<file path="src/rtl/pixel_coef_multiplier.sv">
// pixel_coef_multiplier: shift-add multiply prod1 = pixel * coef; start accepted in IDLE, busy in CALC/DONE, done pulses one cycle, prod1 held until next completion
module pixel_coef_multiplier #(
  parameter int PIX_W  = 8,
  parameter int COEF_W = 14
) (
  input  logic                    clk,
  input  logic                    rst,
  input  logic                    start,
  input  logic [PIX_W-1:0]        pixel,
  input  logic [COEF_W-1:0]       coef,
  output logic                    busy,
  output logic                    done,
  output logic [PIX_W+COEF_W-1:0] prod1
);
  localparam int W  = PIX_W + COEF_W;
  localparam int CW = $clog2(PIX_W) + 1;
  typedef enum logic [1:0] {IDLE, CALC, DONE} state_t;
  state_t           state_q, state_d;
  logic [PIX_W-1:0] mplier_q, mplier_d;
  logic [W-1:0]     mcand_q, mcand_d, acc_q, acc_d, prod_q, prod_d, sum;
  logic [CW-1:0]    cnt_q, cnt_d;
  logic             go, calc, last;
  always_comb begin
    go       = state_q == IDLE && start;
    calc     = state_q == CALC;
    last     = cnt_q == CW'(PIX_W - 1);
    sum      = acc_q + (mplier_q[0] ? mcand_q : '0);
    state_d  = state_q == IDLE ? (start ? CALC : IDLE) : calc ? (last ? DONE : CALC) : IDLE;
    mplier_d = go ? pixel : calc ? mplier_q >> 1 : mplier_q;
    mcand_d  = go ? W'(coef) : calc ? mcand_q << 1 : mcand_q;
    acc_d    = go ? '0 : calc ? sum : acc_q;
    cnt_d    = go ? '0 : calc ? cnt_q + 1'b1 : cnt_q;
    prod_d   = calc && last ? sum : prod_q;
  end
  always_ff @(posedge clk) begin
    if (rst) begin
      state_q  <= IDLE;
      mplier_q <= '0;
      mcand_q  <= '0;
      acc_q    <= '0;
      cnt_q    <= '0;
      prod_q   <= '0;
    end else begin
      state_q  <= state_d;
      mplier_q <= mplier_d;
      mcand_q  <= mcand_d;
      acc_q    <= acc_d;
      cnt_q    <= cnt_d;
      prod_q   <= prod_d;
    end
  end
  assign busy  = state_q != IDLE;
  assign done  = state_q == DONE;
  assign prod1 = prod_q;
endmodule

</file>
<file path="config.mk">
export PLATFORM = sky130hd
export DESIGN_NAME = pixel_coef_multiplier
export DESIGN_NICKNAME = d
export VERILOG_FILES = /design/src/rtl/pixel_coef_multiplier.sv
export SDC_FILE = /design/constraint.sdc
export NUM_CORES = 1
export LEC_CHECK = 0
export BUFFER_PORTS_ARGS = -buffer_cell sky130_fd_sc_hd__buf_2
export CORE_ASPECT_RATIO = 1.2
export CORE_MARGIN = 4
export CORE_UTILIZATION = 63
export DETAILED_ROUTE_END_ITERATION = 16
export HOLD_SLACK_MARGIN = 0.08
export PLACE_DENSITY = 0.85
export SLEW_MARGIN = 5
export SYNTH_ARGS = -nofsm -noshare
export SYNTH_HDL_FRONTEND = slang
export SYNTH_SLANG_ARGS = --single-unit
</file>
<file path="constraint.sdc">
create_clock -name clk -period 7.8 [get_ports clk]
set_clock_uncertainty 0.05 [all_clocks]
set_input_delay 1.56 -clock clk [delete_from_list [all_inputs] [get_ports clk]]
set_output_delay 1.56 -clock clk [all_outputs]
set_load 0.01 [all_outputs]
</file>
**After elaboration in Yosys (flattened, before gate mapping)**

Cells that the tools add are included.

- Input port bits: 25
- Word-level logic and storage cells: 27
- Memories: 0
- Memory bits (writable): 0
- Latch bits: 0
- Output and inout bits: 24
- Flip-flop bits (word level): 80
- ROM bits: 0

- Divide/modulo/power cells: 0
- Reduce and logical (&&, ||, !) cells: 6
- Equality and inequality tests: 3
- Multiply operators: 0
- $lt $le $gt $ge: 0
- Add/subtract/negate cells: 2
- Bitwise logic cells: 0
- Multiplexer cells: 9
- Shift-type cells: 0

Operators with widths:

| kind | count |
|---|---|
| 14-bit two-way mux | 2 |
| 22-bit adder | 1 |
| 22-bit two-way mux | 1 |
| 8-bit two-way mux | 2 |
| 2-bit two-way mux | 3 |
| 4-bit by 1-bit adder with 4-bit output (second input constant) | 1 |
| 4-bit by 3-bit == test with 1-bit output (second input constant) | 1 |
| 2-bit nonzero test | 2 |
| 2-bit by 1-bit == test with 1-bit output (second input constant) | 1 |
| 2-bit == test (second input constant) | 1 |
| 1-bit logical AND | 2 |
| 2-bit zero test | 1 |
| 2-bit OR reduction | 1 |
| 1-bit two-way mux | 1 |

**Depth between registers and ports, before layout**

- Word-level depth: 4
- Mapped depth: 11
- Depth with buffers taken out: 11

**Worst setup path after synthesis**

No wires, ideal clock.

- Path kind: input to register
- Start point: input start
- End point: register acc_q[0]
- Path slack: 4994 ps
- Path buffers: 2
- Required time: 7618 ps
- Stages: 6
- Data arrival time: 2624 ps
- Library setup time: 132 ps
- Cell sequence: inv_1 > nor2_1 > or2_2 > buf_2 > buf_1 > a21oi_1

- Cells in the longest elaborated chain, start to end: 2

RTL lines:

| element | line | text |
|---|---|---|
| from (decl) | 8 | `input logic start,` |
| 1-bit logical AND | 24 | `go = state_q == IDLE && start;` |
| 2-bit OR reduction (no line) | -- |  |
| to (signal assigned) | 40 | `acc_q <= '0;` |
| to (signal assigned) | 47 | `acc_q <= acc_d;` |
| to (decl) | 20 | `logic [W-1:0] mcand_q, mcand_d, acc_q, acc_d, prod_q, prod_d, sum;` |

No other way between the ends.
A chain may end at the register's enable or synchronous reset.

**Worst setup path in the final report**

- Start point: register mplier_q[0]
- End point: register prod_q[14], in the netlist prod1[14]

- Cells in the longest elaborated chain, start to end: 2

RTL lines:

| element | line | text |
|---|---|---|
| from (decl) | 19 | `logic [PIX_W-1:0] mplier_q, mplier_d;` |
| from (signal assigned) | 45 | `mplier_q <= mplier_d;` |
| 22-bit two-way mux | 27 | `sum = acc_q + (mplier_q[0] ? mcand_q : '0);` |
| 22-bit adder | 27 |  |
| to (signal assigned) | 49 | `prod_q <= prod_d;` |
| to (decl) | 20 |  |

No other way between the ends.

==> results.sh <==
export IMPL_status="completed"
export IMPL_synth_flop_cell="dfxtp_1"
export IMPL_drc=0
export IMPL_cts_resized=0
export IMPL_maxSlewHeadroom=0.199
export IMPL_ctsHoldBuffers=0
export IMPL_routed_wl_um=9880
export IMPL_dp_hpwl_um=6700
export IMPL_final_cells=644
export IMPL_synth_area_per_cell_um2=7.89
export IMPL_htreeDepth=3
export IMPL_maxCapViolations=0
export IMPL_floorplan_initialDensity=0.646
export IMPL_fmax_mhz=297
export IMPL_place_inst=628
export IMPL_yosysSeqAreaShare=0.384
export IMPL_synth_cell_types=48
export IMPL_setup_tns_ns=0
export IMPL_hold_viol=0
export IMPL_leakagePower_nw=1.89
export IMPL_portBuffers=48
export IMPL_finalCriticalPeriod_ns=3.37
export IMPL_grt_max_degree=57
export IMPL_vias=3862
export IMPL_crit_path_end_kind="flip-flop"
export IMPL_crit_type="reg -> reg"
export IMPL_dieArea_mm2=0.00798
export IMPL_die_w_um=82.2
export IMPL_final_cell_mix="nand2_1 (105), dfxtp_1 (80), a21oi_1 (71), buf_2 (48), nor2_1 (25)"
export IMPL_pre_cts_slack_ns=4.40
export IMPL_ys_async_sr_fraction=0
export IMPL_firstDrtPassIters=4
export IMPL_worst_slack_ns=4.43
export IMPL_worst_slew_pin_slew_ns=1.20
export IMPL_cts_sinks=80
export IMPL_period_share=0.432
export IMPL_crit_fanout=23
export IMPL_final_common_cell="nand2_1"
export IMPL_drive_gt1_frac=0.138
export IMPL_antenna_left=0
export IMPL_tritoncts="built"
export IMPL_crit_path_start="mplier_q[0]$_SDFFE_PP0P_"
export IMPL_fin_nets=602
export IMPL_rows=32
export IMPL_grt_pass1_vias=3593
export IMPL_grt_pass1_wl_um=16700
export IMPL_finalSetupViolCount=0
export IMPL_clkLatencyLatePin_ns=0.35
export IMPL_clk_pin_slew_ns=0.08
export IMPL_syn_num_nets=576
export IMPL_r2r_start="mplier_q[0]$_SDFFE_PP0P_"
export IMPL_ir_worst_vdd_mv=0.142
export IMPL_drt_iter0_drc=263
export IMPL_min_path_cells=2
export IMPL_cts_root_buf="clkbuf_8"
export IMPL_finalMaxSlewViolations=0
export IMPL_ys_ff_latch=80
export IMPL_ioPinCount=49
export IMPL_clockBufferDepth=2
export IMPL_final_util=0.713
export IMPL_critPathLaunchType="flip-flop"
export IMPL_finalPower_mw=0.785
export IMPL_reg2reg_depth=11
export IMPL_die_y_um=97.1
export IMPL_synth_cell_area_mm2=0.00417
export IMPL_grt_setup_unrepaired="no"
export IMPL_hold_start="prod1[7]$_SDFFE_PP0P_"
export IMPL_num_antenna_cells=0
export IMPL_core_area_mm2=0.00645
export IMPL_viasPerCell=6.00
export IMPL_holdCritPathClass="reg -> reg"
export IMPL_synthCells=528
export IMPL_crit_required_ns=8.05
export IMPL_cts_buffers=9
export IMPL_gp_congestion=0.941
export IMPL_synth_edf_count=0
export IMPL_wl_per_cell_um=15.3
export IMPL_yosys_warnings=0
export IMPL_antenna_found_initial=0
export IMPL_postCtsSetupRepairBufs=0
export IMPL_power_density_mw_per_mm2=171
export IMPL_crit_arrival_ns=3.62
export IMPL_grt_use_total=0.262
export IMPL_area_growth_pct=10.4
export IMPL_overflow=0
logic make-up after synthesis:
kind of cell	count (synthesis)	synth area share
buf+inv	42	0.0384
xor+xnor	17	0.0390
flops	80	0.384
compound gates	142	0.210
fa+ha+maj	23	0.0709
mux	1	0.00240
simple gates	223	0.255
report_power, final:
part	internal, mW	switching, mW
combinational	0.0210	0.0417
clock	0.146	0.151
sequential	0.418	0.00802
total	0.585	0.201
registers in the layout, summed over array words and instances (netlist names):
register  count
state_q       2
mcand_q      22
mplier_q      8
prod1        22
cnt_q         4
acc_q        22
final timing paths:
path                       endpoint  slack, ns
max          prod1[14]$_SDFFE_PP0P_       4.43
min           prod1[7]$_SDFFE_PP0P_       0.40
max reg2reg  prod1[14]$_SDFFE_PP0P_       4.43
min reg2reg   prod1[7]$_SDFFE_PP0P_       0.40
per-stage QoR:
step / cell area (um^2) / hold WS [ns]
6_report: 4600 / 0.404
3_3_place_gp: 4410 / 0.391
5_1_grt: 4600 / 0.418
2_1_floorplan: 4170 / 0.386
4_1_cts: 4600 / 0.404
3_5_place_dp: 4410 / 0.393
cell usage after synthesis (2+ instances only):
master	number	area, um^2
nand2_1	105	394
dfxtp_1	80	1600
a21oi_1	71	355
clkbuf_1	33	124
nor2_1	27	101
ha_1	22	275
a22oi_1	20	150
and2_1	20	125
nand3_1	18	90.1
o21ai_0	15	75.1
xnor2_1	9	78.8
nand4_1	8	50.1
nand3b_1	7	52.6
xor2_1	7	61.3
a21o_1	6	45.0
inv_1	6	22.5
nor3_1	6	30.0
or4_1	6	45.0
a211oi_1	5	37.5
nand2b_1	5	31.3
o21bai_1	5	37.5
or2_2	4	25.0
a31oi_1	3	18.8
and3_1	3	18.8
nand4b_1	3	26.3
nor2b_1	3	18.8
o21a_1	3	22.5
or3_1	3	18.8
a211o_1	2	17.5
buf_2	2	10.0
nor4_1	2	12.5
o2111ai_1	2	17.5
o31ai_1	2	15.0
layout make-up:
class | instances | area [um^2]
fill | 532 | 1850
clock inverter | 6 | 60.1
inverter | 6 | 22.5
timing repair buffer | 51 | 263
tap | 85 | 106
multi-input combinational | 406 | 2420
sequential | 80 | 1600
clock buffer | 10 | 128
per-layer routing:
metal,global-route usage,share of wire,wire [um]
met5,0,0,0
met4,0.123,0.028,277
met2,0.428,0.50,4970
met1,0.325,0.42,4130
met3,0.0455,0.051,504
worst max-delay path, cell delays in order, from the launching register on:
cell and delay, ns:
dfxtp_1 0.70, and2_1 0.21, ha_1 0.18, inv_1 0.06
fa_1 0.39, nand2b_1 0.18, a21oi_1 0.28, o2111ai_1 0.24
nand3_1 0.22, a31oi_1 0.19, or4_1 0.51, nand3_1 0.09
(Power assumes the default switching activity.)
